$ cat config.mk
export PLATFORM = sky130hd
export DESIGN_NAME = page_arbiter
export DESIGN_NICKNAME = d
export VERILOG_FILES = /design/src/rtl/arb_pkg.sv /design/src/rtl/sec_tick_gen.sv /design/src/rtl/page_arbiter.sv
export SDC_FILE = /design/constraint.sdc
export NUM_CORES = 1
export LEC_CHECK = 0
export CELL_PAD_IN_SITES_DETAIL_PLACEMENT = 1
export CELL_PAD_IN_SITES_GLOBAL_PLACEMENT = 1
export CORE_ASPECT_RATIO = 0.7
export CORE_MARGIN = 2
export CORE_UTILIZATION = 33
export CTS_CLUSTER_DIAMETER = 100
export CTS_CLUSTER_SIZE = 10
export DETAILED_ROUTE_END_ITERATION = 10
export PLACE_DENSITY_LB_ADDON = 0.1
export SLEW_MARGIN = 20
export SYNTH_ARGS = -nofsm -noshare
export SYNTH_HDL_FRONTEND = slang
export SYNTH_SLANG_ARGS = --single-unit
export TNS_END_PERCENT = 30
$ cat constraint.sdc
create_clock -name clk -period 5.7 [get_ports clk]
set_input_delay 1.425 -clock clk [delete_from_list [all_inputs] [get_ports clk]]
set_output_delay 1.425 -clock clk [all_outputs]
set_load 0.02 [all_outputs]
$ cat src/rtl/arb_pkg.sv
// Shared constants for the page arbiter: FSM encoding, button codes and the home page index.
package arb_pkg;

    localparam logic [1:0] ST_HOME  = 2'd0;
    localparam logic [1:0] ST_OWNED = 2'd1;
    localparam logic [1:0] ST_ALERT = 2'd2;

    localparam logic [3:0] BTN_UP    = 4'b0001;
    localparam logic [3:0] BTN_LEFT  = 4'b0010;
    localparam logic [3:0] BTN_RIGHT = 4'b0100;
    localparam logic [3:0] BTN_DOWN  = 4'b1000;

    localparam int PAGE_HOME = 0;

endpackage

$ cat src/rtl/sec_tick_gen.sv
// Free-running prescaler producing a one-cycle tick every TICK_DIV clock cycles.
module sec_tick_gen #(
    parameter int TICK_DIV = 100_000_000
) (
    input  logic clk,
    input  logic rst,
    output logic tick
);

    localparam int CW = (TICK_DIV > 1) ? $clog2(TICK_DIV) : 1;

    logic [CW-1:0] r_cnt;
    logic          r_tick;

    always_ff @(posedge clk or negedge rst) begin
        if (!rst) begin
            r_cnt  <= '0;
            r_tick <= 1'b0;
        end else if (r_cnt == CW'(TICK_DIV - 1)) begin
            r_cnt  <= '0;
            r_tick <= 1'b1;
        end else begin
            r_cnt  <= r_cnt + CW'(1);
            r_tick <= 1'b0;
        end
    end

    assign tick = r_tick;

endmodule

$ cat src/rtl/page_arbiter.sv
// Display/button ownership arbiter between feature pages and the alert source.
// Optional idle-return-to-home timeout is enabled by defining ARB_IDLE_TIMEOUT_EN.
module page_arbiter
    import arb_pkg::*;
#(
    parameter int N_REQ          = 4,
    parameter int TICK_DIV       = 100_000_000,
    parameter int IDLE_SEC       = 10,
    parameter int ALERT_HOLD_SEC = 3
) (
    input  logic                  clk,
    input  logic                  rst,
    input  logic [N_REQ-1:0]      i_req,
    input  logic [N_REQ-1:0]      i_release,
    input  logic                  i_alert_req,
    input  logic [31:0]           i_alert_data,
    input  logic [3:0]            i_btn_edge,
    input  logic [32*N_REQ-1:0]   i_page_data,
    output logic [N_REQ-1:0]      o_grant,
    output logic                  o_alert_active,
    output logic [4*N_REQ-1:0]    o_btn_out,
    output logic [31:0]           o_time_data_out,
    output logic [1:0]            o_dbg_state
);

    localparam int OW     = (N_REQ > 1) ? $clog2(N_REQ) : 1;
    localparam int HOLD_W = $clog2(ALERT_HOLD_SEC + 1);

    logic [1:0]          r_state;
    logic [1:0]          r_ret_state;
    logic [OW-1:0]       r_owner;
    logic [OW-1:0]       r_ret_owner;
    logic [OW-1:0]       r_last_owner;
    logic [N_REQ-1:0]    r_grant;
    logic                r_alert_active;
    logic [4*N_REQ-1:0]  r_btn_out;
    logic [31:0]         r_time_data;
    logic [HOLD_W-1:0]   r_hold_cnt;

    logic                w_tick;
    logic                w_timeout;
    logic                w_owner_rel;
    logic                w_rr_found;
    logic [OW-1:0]       w_rr_pick;
    logic [1:0]          w_state_next;
    logic [1:0]          w_ret_state_next;
    logic [OW-1:0]       w_owner_next;
    logic [OW-1:0]       w_ret_owner_next;
    logic [OW-1:0]       w_last_owner_next;
    logic [N_REQ-1:0]    w_grant_next;
    logic [4*N_REQ-1:0]  w_btn_next;

    sec_tick_gen #(.TICK_DIV(TICK_DIV)) u_tick (
        .clk  (clk),
        .rst  (rst),
        .tick (w_tick)
    );

`ifdef ARB_IDLE_TIMEOUT_EN
    localparam int IDLE_W = $clog2(IDLE_SEC + 1);
    logic [IDLE_W-1:0] r_idle_cnt;

    // Any button activity or leaving OWNED restarts the idle window.
    always_ff @(posedge clk or negedge rst) begin
        if (!rst) begin
            r_idle_cnt <= '0;
        end else if (r_state != ST_OWNED || w_state_next != ST_OWNED || i_btn_edge != 4'b0000) begin
            r_idle_cnt <= '0;
        end else if (w_tick && r_idle_cnt != IDLE_W'(IDLE_SEC)) begin
            r_idle_cnt <= r_idle_cnt + IDLE_W'(1);
        end
    end

    assign w_timeout = (r_idle_cnt == IDLE_W'(IDLE_SEC));
`else
    assign w_timeout = 1'b0;
`endif

    assign w_owner_rel = i_release[r_owner];

    // Round-robin search starting after the last owner, wrapping over pages 1..N_REQ-1.
    always_comb begin
        int v_cand;
        v_cand     = 0;
        w_rr_found = 1'b0;
        w_rr_pick  = '0;
        for (int i = 1; i < N_REQ; i++) begin
            v_cand = int'(r_last_owner) + i;
            if (v_cand >= N_REQ) v_cand = v_cand - (N_REQ - 1);
            if (!w_rr_found && i_req[v_cand]) begin
                w_rr_found = 1'b1;
                w_rr_pick  = OW'(v_cand);
            end
        end
    end

    always_comb begin
        w_state_next      = r_state;
        w_ret_state_next  = r_ret_state;
        w_owner_next      = r_owner;
        w_ret_owner_next  = r_ret_owner;
        w_last_owner_next = r_last_owner;
        case (r_state)
            ST_HOME: begin
                if (i_alert_req) begin
                    w_state_next     = ST_ALERT;
                    w_ret_state_next = ST_HOME;
                    w_ret_owner_next = OW'(PAGE_HOME);
                end else if (w_rr_found) begin
                    w_state_next      = ST_OWNED;
                    w_owner_next      = w_rr_pick;
                    w_last_owner_next = w_rr_pick;
                end
            end
            ST_OWNED: begin
                if (i_alert_req) begin
                    w_state_next = ST_ALERT;
                    if (w_owner_rel || w_timeout) begin
                        w_ret_state_next = ST_HOME;
                        w_ret_owner_next = OW'(PAGE_HOME);
                    end else begin
                        w_ret_state_next = ST_OWNED;
                        w_ret_owner_next = r_owner;
                    end
                end else if (w_owner_rel || w_timeout) begin
                    w_state_next = ST_HOME;
                    w_owner_next = OW'(PAGE_HOME);
                end
            end
            ST_ALERT: begin
                if (!i_alert_req && r_hold_cnt == HOLD_W'(ALERT_HOLD_SEC)) begin
                    w_state_next = r_ret_state;
                    w_owner_next = r_ret_owner;
                end
            end
            default: begin
                w_state_next = ST_HOME;
                w_owner_next = OW'(PAGE_HOME);
            end
        endcase
    end

    // Buttons follow the post-update grant, so an all-zero grant (alert) drops them.
    always_comb begin
        w_grant_next = '0;
        if (w_state_next != ST_ALERT) w_grant_next[w_owner_next] = 1'b1;
        w_btn_next = '0;
        for (int k = 0; k < N_REQ; k++) begin
            if (w_grant_next[k]) w_btn_next[4*k +: 4] = i_btn_edge;
        end
    end

    always_ff @(posedge clk or negedge rst) begin
        if (!rst) begin
            r_state        <= ST_HOME;
            r_ret_state    <= ST_HOME;
            r_owner        <= OW'(PAGE_HOME);
            r_ret_owner    <= OW'(PAGE_HOME);
            r_last_owner   <= OW'(PAGE_HOME);
            r_grant        <= N_REQ'(1);
            r_alert_active <= 1'b0;
            r_btn_out      <= '0;
            r_time_data    <= '0;
        end else begin
            r_state        <= w_state_next;
            r_ret_state    <= w_ret_state_next;
            r_owner        <= w_owner_next;
            r_ret_owner    <= w_ret_owner_next;
            r_last_owner   <= w_last_owner_next;
            r_grant        <= w_grant_next;
            r_alert_active <= (w_state_next == ST_ALERT);
            r_btn_out      <= w_btn_next;
            r_time_data    <= (r_state == ST_ALERT) ? i_alert_data : i_page_data[32*r_owner +: 32];
        end
    end

    always_ff @(posedge clk or negedge rst) begin
        if (!rst) begin
            r_hold_cnt <= '0;
        end else if (r_state != ST_ALERT) begin
            r_hold_cnt <= '0;
        end else if (w_tick && r_hold_cnt != HOLD_W'(ALERT_HOLD_SEC)) begin
            r_hold_cnt <= r_hold_cnt + HOLD_W'(1);
        end
    end

    assign o_grant         = r_grant;
    assign o_alert_active  = r_alert_active;
    assign o_btn_out       = r_btn_out;
    assign o_time_data_out = r_time_data;
    assign o_dbg_state     = r_state;

endmodule

==> impl_metrics.ini, run 1 <==
[outcome]
status = finished clean

[floorplanning]
die_w_um = 149
chipHeight_um = 105
ios = 230
core_um2 = 14500
start_util_pct = 33.4
dieArea_um2 = 15700
rows = 37

[power_and_ir_drop]
combPwrFrac_pct = 46.0
intPower_uw = 1670
p_leak_uw = 0.00313
swShare_pct = 36.6
seq_power_share_pct = 31.4
power.switching_uw = 963
p_per_area_nw_per_um2 = 345
ir_drop_mv = 0.153
p_clk_share_pct = 22.7

[sta]
max_freq_mhz = 268
setup_viol = 0
worst_slew_pin_slew_ns = 0.937
setup-tns-final_ns = 0
layout_setup_ws_ns = 1.97
rsz0062_at_grt = false
slew_viol_final = 0
period_share_pct = 65.5
hold_viol_final = 0
finClkSkew_ns = 0.00977
slew_headroom_pct = 37.5
period_needed_ns = 3.73

[drt]
postRouteWirelength_um = 16500
dr.pass1.iters = 4
drt-initial-drc-count = 149
vias_per_cell = 4.97
ant_nets = 0
via_count = 4347
drc_errors = 0
wire_per_inst_um = 18.9

[logic_synthesis]
synthesis.nets = 634
yosysMostFrequentCell = nand2_1
synthTopCellsByCount = nand2_1, dfrtp_1, mux4_2, nor2_1, clkbuf_1
synth_top_area_share_pct = 46.9
yosys-top-cells-area = dfrtp_1, mux4_2, nand2_1, xnor2_1, nor2_1
synthArstFlopShare_pct = 100
ys_ff_latch = 92
synthCells = 455
synth_cell_types = 48
syn_area_um2 = 4850
seq_area_frac_synth_pct = 47.5
synth.largest_area_cell = dfrtp_1
synthFlopType = dfrtp_1
yosysWarnings = 0
synth_area_per_cell_um2 = 10.7
synth-edff-count = 0

[final_layout]
multi_input_area_um2 = 2390
antenna_cells = 0
seqCellArea_um2 = 2300
fillers = 1614
drive_gt1_share_pct = 10.6
nets = 853
area_growth_pct = 57.1

[job]
drv_cap = 0

[global_routing]
grt_pass1_vias = 4878
grt_max_degree = 57
globalRouteTotalUtil_pct = 22.1
antenna_found_initial = 2
grt.overflow.total = 0
grt_pass1_wl_um = 26700

[critical_path]
critPathKind = input pin to register
start_kind = input pin
crit_path_max_fanout = 10
endpoint_kind = register
cp.arrival_ns = 4.01
critical_path_required_ns = 5.98

[place]
hpwl_um = 12800
gp_congestion = 0.790
io_buffers = 229
post-place-ws_ns = 1.62

[clocking]
htreeDepth = 3
cts_made_buffers = 9
ctsLongestPathBuffers = 2
ctsHoldBuffers = 0
ctsResizeCount = 0
cts.clk_slew.worst_paths_ns = 0.07
clk_latency_ns = 0.34
cts_root_buffer = clkbuf_16
cts_tree = yes
cts_setup_buffers = 0
clock-sinks = 92

[worst_hold_path]
hold_path.class = register to register
==> power groups by stage <==
stage               Combinational [uW]  Sequential, uW  Clock (uW)
floorplan                          592             962           0
global placement                  1200             835           0
detailed placement                1220             838           0
CTS                               1230             827         612
global route                      1310             840         641
finish                            1210             825         596
==> flip-flops by register name (all words and copies together) (netlist names) <==
| name | cells |
|---|---|
| r_owner | 2 |
| o_grant | 4 |
| r_hold_cnt | 2 |
| o_alert_active | 1 |
| u_tick.r_cnt | 27 |
| r_ret_owner | 2 |
| o_btn_out | 16 |
| o_time_data_out | 32 |
| u_tick.tick | 1 |
| o_dbg_state | 2 |
| r_last_owner | 2 |
| r_ret_state | 1 |
==> worst max-delay path, stage by stage <==
cell,delay (ns)
clkdlybuf4s50_1,0.53
mux4_2,0.55
or3_1,0.47
a32oi_1,0.79
o211a_1,0.24
==> routing by layer <==
| layer | vias up | global-route usage [%] | part of all wire, % |
|---|---|---|---|
| met1 | 2152 | 26.2 | 40 |
| met4 | 4 | 5.44 | 1.7 |
| met5 | - | 0 | 0.14 |
| met3 | 20 | 8.53 | 8.3 |
| met2 | 124 | 37.8 | 50 |
| li1 | 2047 | - | - |
==> stage by stage <==
step,instance area [um2],hold slack [ns],util (%),std cells,power [uW]
after floorplan,4850,0.433,-,455,1550
after global placement,7320,0.446,50.3,858,2030
after detailed placement,7320,0.460,50.3,858,2060
after CTS,7610,0.472,52.4,874,2660
after global routing,7620,0.488,52.4,874,2790
final,7620,0.468,52.4,874,2630
==> path summary, 6_finish.rpt <==
path | startpoint | endpoint | slack (ns) | depth (start not counted)
worst max-delay path | i_req[2] | o_grant[3] | 1.97 | 5
worst min-delay path | u_tick.r_cnt[0] | u_tick.r_cnt[0] | 0.47 | 1
worst max register to register | r_owner[0] | o_grant[3] | 2.66 | 5
worst min register to register | u_tick.r_cnt[0] | u_tick.r_cnt[0] | 0.47 | 1
max in group asynchronous | rst | o_grant[0] | 3.62 | 2
min in group asynchronous | rst | o_btn_out[4] | 1.13 | 1
==> layout by cell type (no fill, tap or decap), drive strengths merged, types with 2 or more instances in the layout <==
cell / netlist / final
o21ai: 6 / 6
dfrtp: 91 / 91
xnor2: 17 / 17
nand3: 10 / 10
and2: 4 / 4
nand4: 6 / 6
mux2i: 4 / 4
and4: 3 / 3
nor4: 13 / 13
ha: 4 / 4
or3: 6 / 6
mux4: 36 / 36
buf: 8 / 7
xor2: 7 / 7
clkinv: 0 / 2
a21oi: 10 / 10
nand2: 122 / 122
o31ai: 2 / 2
nand2b: 3 / 3
nor2: 23 / 23
or2: 2 / 2
clkbuf: 19 / 10
a211oi: 7 / 7
nor2b: 4 / 4
mux2: 2 / 2
inv: 14 / 17
o41ai: 4 / 4
clkdlybuf4s50: 0 / 228
nor3: 12 / 12
==> cell families after synthesis <==
family,Yosys count,synth area share (%)
flip-flops,92,47.5
AND/OR/NAND/NOR,212,19.8
XOR/XNOR,24,4.33
adder cells (fa/ha/maj),4,1.03
AO/OA/AOI/OAI,40,5.85
buffers and inverters,41,3.53
multiplexers,42,18.0
==> final cells by class <==
type	instances	area share (%)
Clock inverter	6	0.739
Tap cell	195	3.20
Multi-Input combinational cell	322	31.4
Clock buffer	10	3.14
Timing Repair Buffer	235	30.6
Inverter	14	0.689
Sequential cell	92	30.2
(Power assumes the default switching activity.)
==> run 2: changes to the inputs <==
- CORE_UTILIZATION: 33 -> 31
- clock period: 5.7 -> 3.85 ns (I/O delays scaled with it)
==> run 2 against run 1 <==
Against the previous run: combinational power grew 48%; highest routed layer unchanged; register-to-register slack lost 1.7 ns; core utilization down 2.7 points; via count hardly changed; largest cell class unchanged; critical endpoint is now o_btn_out[2]; final area up 0.48%; global-route usage fell by 1.8 points.
==> impl_metrics.ini, run 2 (synthesis results as in run 1) <==
[outcome]
status = finished clean

[clocking]
ctsResizeCount = 0
htreeDepth = 3
clock-sinks = 92
cts.clk_slew.worst_paths_ns = 0.07
ctsLongestPathBuffers = 2
cts_made_buffers = 9
ctsHoldBuffers = 0
clk_latency_ns = 0.36
cts_root_buffer = clkbuf_16
cts_tree = yes
cts_setup_buffers = 0

[sta]
layout_setup_ws_ns = 0.694
rsz0062_at_grt = false
setup-tns-final_ns = 0
period_share_pct = 82.0
max_freq_mhz = 317
finClkSkew_ns = 0.00807
slew_headroom_pct = 54.7
period_needed_ns = 3.16
setup_viol = 0
slew_viol_final = 0
worst_slew_pin_slew_ns = 0.676
hold_viol_final = 0

[drt]
drt-initial-drc-count = 89
dr.pass1.iters = 4
via_count = 4348
ant_nets = 0
postRouteWirelength_um = 16200
vias_per_cell = 4.92
drc_errors = 0
wire_per_inst_um = 18.4

[global_routing]
globalRouteTotalUtil_pct = 20.4
grt_pass1_wl_um = 25900
antenna_found_initial = 2
grt.overflow.total = 0
grt_max_degree = 50
grt_pass1_vias = 4723

[final_layout]
fillers = 1694
most-common-layout-cells = clkdlybuf4s50_1, nand2_1, dfrtp_1
final_common_cell = clkdlybuf4s50_1
nets = 857
drive_gt1_share_pct = 11.1
area_growth_pct = 57.8
antenna_cells = 0
largest_register_ffs = 32

[critical_path]
critical_path_required_ns = 4.10
start_kind = input pin
critPathKind = input pin to register
endpoint_kind = register
crit_path_max_fanout = 13
reg2reg_depth = 7
reg2reg_slack_ns = 0.93
cp.arrival_ns = 3.40
r2r-start = r_last_owner[0]
reg2reg_to = o_btn_out[2]

[worst_hold_path]
worstHoldEndpoint = u_tick.r_cnt[0]
holdCritStartpoint = u_tick.r_cnt[0]
hold_depth = 1
hold_path.class = register to register

[floorplanning]
ios = 230
start_util_pct = 31.5
core_um2 = 15400
rows = 38
dieArea_um2 = 16700
die_w_um = 154
chipHeight_um = 109

[place]
io_buffers = 229
post-place-ws_ns = 0.164
hpwl_um = 12800
gp_congestion = 0.821

[power_and_ir_drop]
ir_drop_mv = 0.208
p_leak_uw = 0.00316
p_per_area_nw_per_um2 = 509

[job]
drv_cap = 0
[run 2: changes by cell type in the layout (fill, tap and decap cells not counted), sizes merged]
cell	before	now
buf	7	11
clkbuf	10	9
clkinv	2	1
clkinvlp	1	2
inv	17	18
[run 2: worst max path at each step]
stage,start,end,slack (ns)
after floorplan,i_req[0],o_grant[0],1.01
after global placement,i_req[2],o_grant[3],0.43
after detailed placement,i_req[2],o_btn_out[7],0.16
after CTS,i_req[2],o_btn_out[7],0.59
after global routing,i_req[2],o_btn_out[3],0.55
final,i_req[2],o_btn_out[2],0.69
[run 2: metal layers]
layer / global-route usage, % / wire (um) / vias up / part of all wire (%)
met2: 34.0 / 7950 / 148 / 49
met3: 9.34 / 1590 / 21 / 9.8
li1: - / - / 2055 / -
met5: 0 / 25 / - / 0.15
met1: 24.0 / 6420 / 2120 / 40
met4: 5.50 / 254 / 4 / 1.6
[run 2: worst max-delay path: stages]
cell,delay (ns)
clkdlybuf4s50_1,0.52
mux4_2,0.55
a211oi_2,0.27
a211oi_2,0.10
or4_4,0.65
nor4_1,0.35
[run 2: area by class of cell]
class                      instances  area (um2)  area share [%]
clock inverter                     7        68.8           0.899
sequential                        92        2310            30.1
inverter                          14        52.6           0.686
timing repair buffer             239        2360            30.9
tap                              200         250            3.27
multi-input combinational        322        2390            31.2
clock buffer                       9         225            2.94
[run 2: per-stage QoR]
stage          total power, uW  util [%]  std cells  hold slack, ns  area, um2
6_report                  3900      49.7        883           0.474       7660
5_1_grt                   4150      49.7        883           0.511       7660
4_1_cts                   3970      49.7        883           0.477       7650
3_5_place_dp              3070      47.8        867           0.462       7360
3_3_place_gp              3040      47.8        867           0.447       7360
2_1_floorplan             2300         -        455           0.433       4850
[run 2: power by group]
group | switching (uW) | internal (uW) | leakage, uW | total (uW)
sequential | 85.0 | 1150 | 0.00118 | 1230
clock | 426 | 455 | 0.000138 | 880
combinational | 922 | 866 | 0.00184 | 1790
==> run 3: changes to the inputs <==
- clock period: 3.85 -> 3.2 ns (I/O delays scaled with it)
==> run 3 against run 2 <==
Against the previous run: cell count rose by 0.45%; clock power rose by 35%; clock skew fell by 0.0038 ns; sequential share of layout area fell by 0.32 points; wire length rose by 2.3%; first-iteration DRC count rose by 26%; via count rose by 1.2%; final area rose by 1.1%; global-route usage fell by 0.11 points; count of clock-buffer cells in the layout rose by 1; core utilization rose by 0.54 points; sequential power rose by 20%; largest cell class is now buffers; largest power group unchanged; highest routed layer unchanged.
==> impl_metrics.ini, run 3 (synthesis results as in run 1) <==
[power_and_ir_drop]
ir_drop_mv = 0.215
p_per_area_nw_per_um2 = 626
p_clk_share_pct = 24.5
combPwrFrac_pct = 44.9
swShare_pct = 35.0
p_leak_uw = 0.00321
power.switching_uw = 1700
intPower_uw = 3150
seq_power_share_pct = 30.6

[clocking]
ctsHoldBuffers = 0
htreeDepth = 3
cts_made_buffers = 9
ctsResizeCount = 0
cts_setup_buffers = 0
ctsLongestPathBuffers = 2
cts.clk_slew.worst_paths_ns = 0.07
cts_root_buffer = clkbuf_16
clk_latency_ns = 0.35
cts_tree = yes
clock-sinks = 92

[sta]
rsz0062_at_grt = false
layout_setup_ws_ns = 0.209
hold_viol_final = 0
period_share_pct = 93.5
finClkSkew_ns = 0.00431
worst_slew_pin_slew_ns = 0.733
whs_ns = 0.465
slew_headroom_pct = 50.9
setup_viol = 0
period_needed_ns = 2.99
max_freq_mhz = 334
slew_viol_final = 0

[critical_path]
worstSetupPathDepth = 6
critPathKind = input pin to register
reg2reg_to = o_btn_out[2]
reg2reg_depth = 7
slowest_delay_ns = 0.64
setup.worst_path.start = i_req[3]
cp_slowest_cell = or4_4
reg2reg_slack_ns = 0.27
path_cells = clkdlybuf4s50_1 > mux4_2 > a211oi_2 > a211oi_2 > or4_4 > nor4_1
cpMostUsedCell = a211oi_2
start_kind = input pin
cp.arrival_ns = 3.21
r2r-start = r_last_owner[0]
endpoint_kind = register
cp_num_buf_inv = 1
critical_path_required_ns = 3.42
crit_path_max_fanout = 13
crit_family = simple AND/OR/NAND/NOR gates

[worst_hold_path]
worstHoldEndpoint = u_tick.r_cnt[0]
hold_path.class = register to register
holdCritStartpoint = u_tick.r_cnt[0]
hold_depth = 1

[place]
post-place-ws_ns = -0.193
gp_congestion = 0.824
io_buffers = 229
hpwl_um = 13000

[floorplanning]
die_w_um = 154
dieArea_um2 = 16700
rows = 38
core_um2 = 15400
start_util_pct = 31.5
chipHeight_um = 109
ios = 230

[final_layout]
most-common-layout-cells = clkdlybuf4s50_1, nand2_1, dfrtp_1
nets = 861
antenna_cells = 0
largest_register_ffs = 32
drive_gt1_share_pct = 11.6
final_common_cell = clkdlybuf4s50_1
area_growth_pct = 59.5
fillers = 1671

[global_routing]
grt_pass1_vias = 4795
grt_max_degree = 57
antenna_found_initial = 2
grt_pass1_wl_um = 26000
globalRouteTotalUtil_pct = 20.2
grt.overflow.total = 0

[drt]
dr.pass1.iters = 4
drt-initial-drc-count = 112
postRouteWirelength_um = 16600
vias_per_cell = 4.96
wire_per_inst_um = 18.7
drc_errors = 0
via_count = 4399
ant_nets = 0

[job]
drv_cap = 0

[outcome]
status = finished clean
-- run 3: how the worst max path moves through the flow --
stage	to
finish	o_btn_out[2]
CTS	o_grant[3]
detailed placement	o_grant[3]
global placement	o_grant[3]
global route	o_btn_out[2]
floorplan	o_grant[0]
-- run 3: final cells by class --
cell class	count	area [um2]	share of cell area (%)
Timing Repair Buffer	243	2410	31.1
Multi-Input combinational cell	322	2390	30.9
Sequential cell	92	2310	29.8
Tap cell	200	250	3.23
Clock buffer	10	239	3.09
Clock inverter	6	95.1	1.23
Inverter	14	52.6	0.679
-- run 3: layer usage --
layer | wire length [um] | vias to the layer above | part of all wire, % | track usage (%)
li1 | - | 2066 | - | -
met1 | 6500 | 2168 | 39 | 23.8
met2 | 8510 | 142 | 51 | 35.0
met3 | 1320 | 21 | 7.9 | 7.91
met4 | 276 | 2 | 1.7 | 5.70
met5 | 13 | - | 0.078 | 0
-- run 3: power by group through the flow --
stage / clock network [uW] / logic (uW) / registers [uW]
final: 1190 / 2180 / 1480
after global routing: 1270 / 2350 / 1510
after CTS: 1230 / 2210 / 1490
after floorplan: 0 / 1050 / 1710
after detailed placement: 0 / 2200 / 1500
after global placement: 0 / 2160 / 1500
-- run 3: through the flow --
step / utilization (%) / total power [uW] / area [um2] / TNS, ns / std cells
floorplan: - / 2770 / 4850 / 0 / 455
finish: 50.3 / 4850 / 7740 / 0 / 887
detailed placement: 48.1 / 3700 / 7400 / -1.36 / 871
global route: 50.3 / 5130 / 7740 / 0 / 887
global placement: 48.1 / 3670 / 7400 / 0 / 871
CTS: 50.2 / 4920 / 7740 / 0 / 887
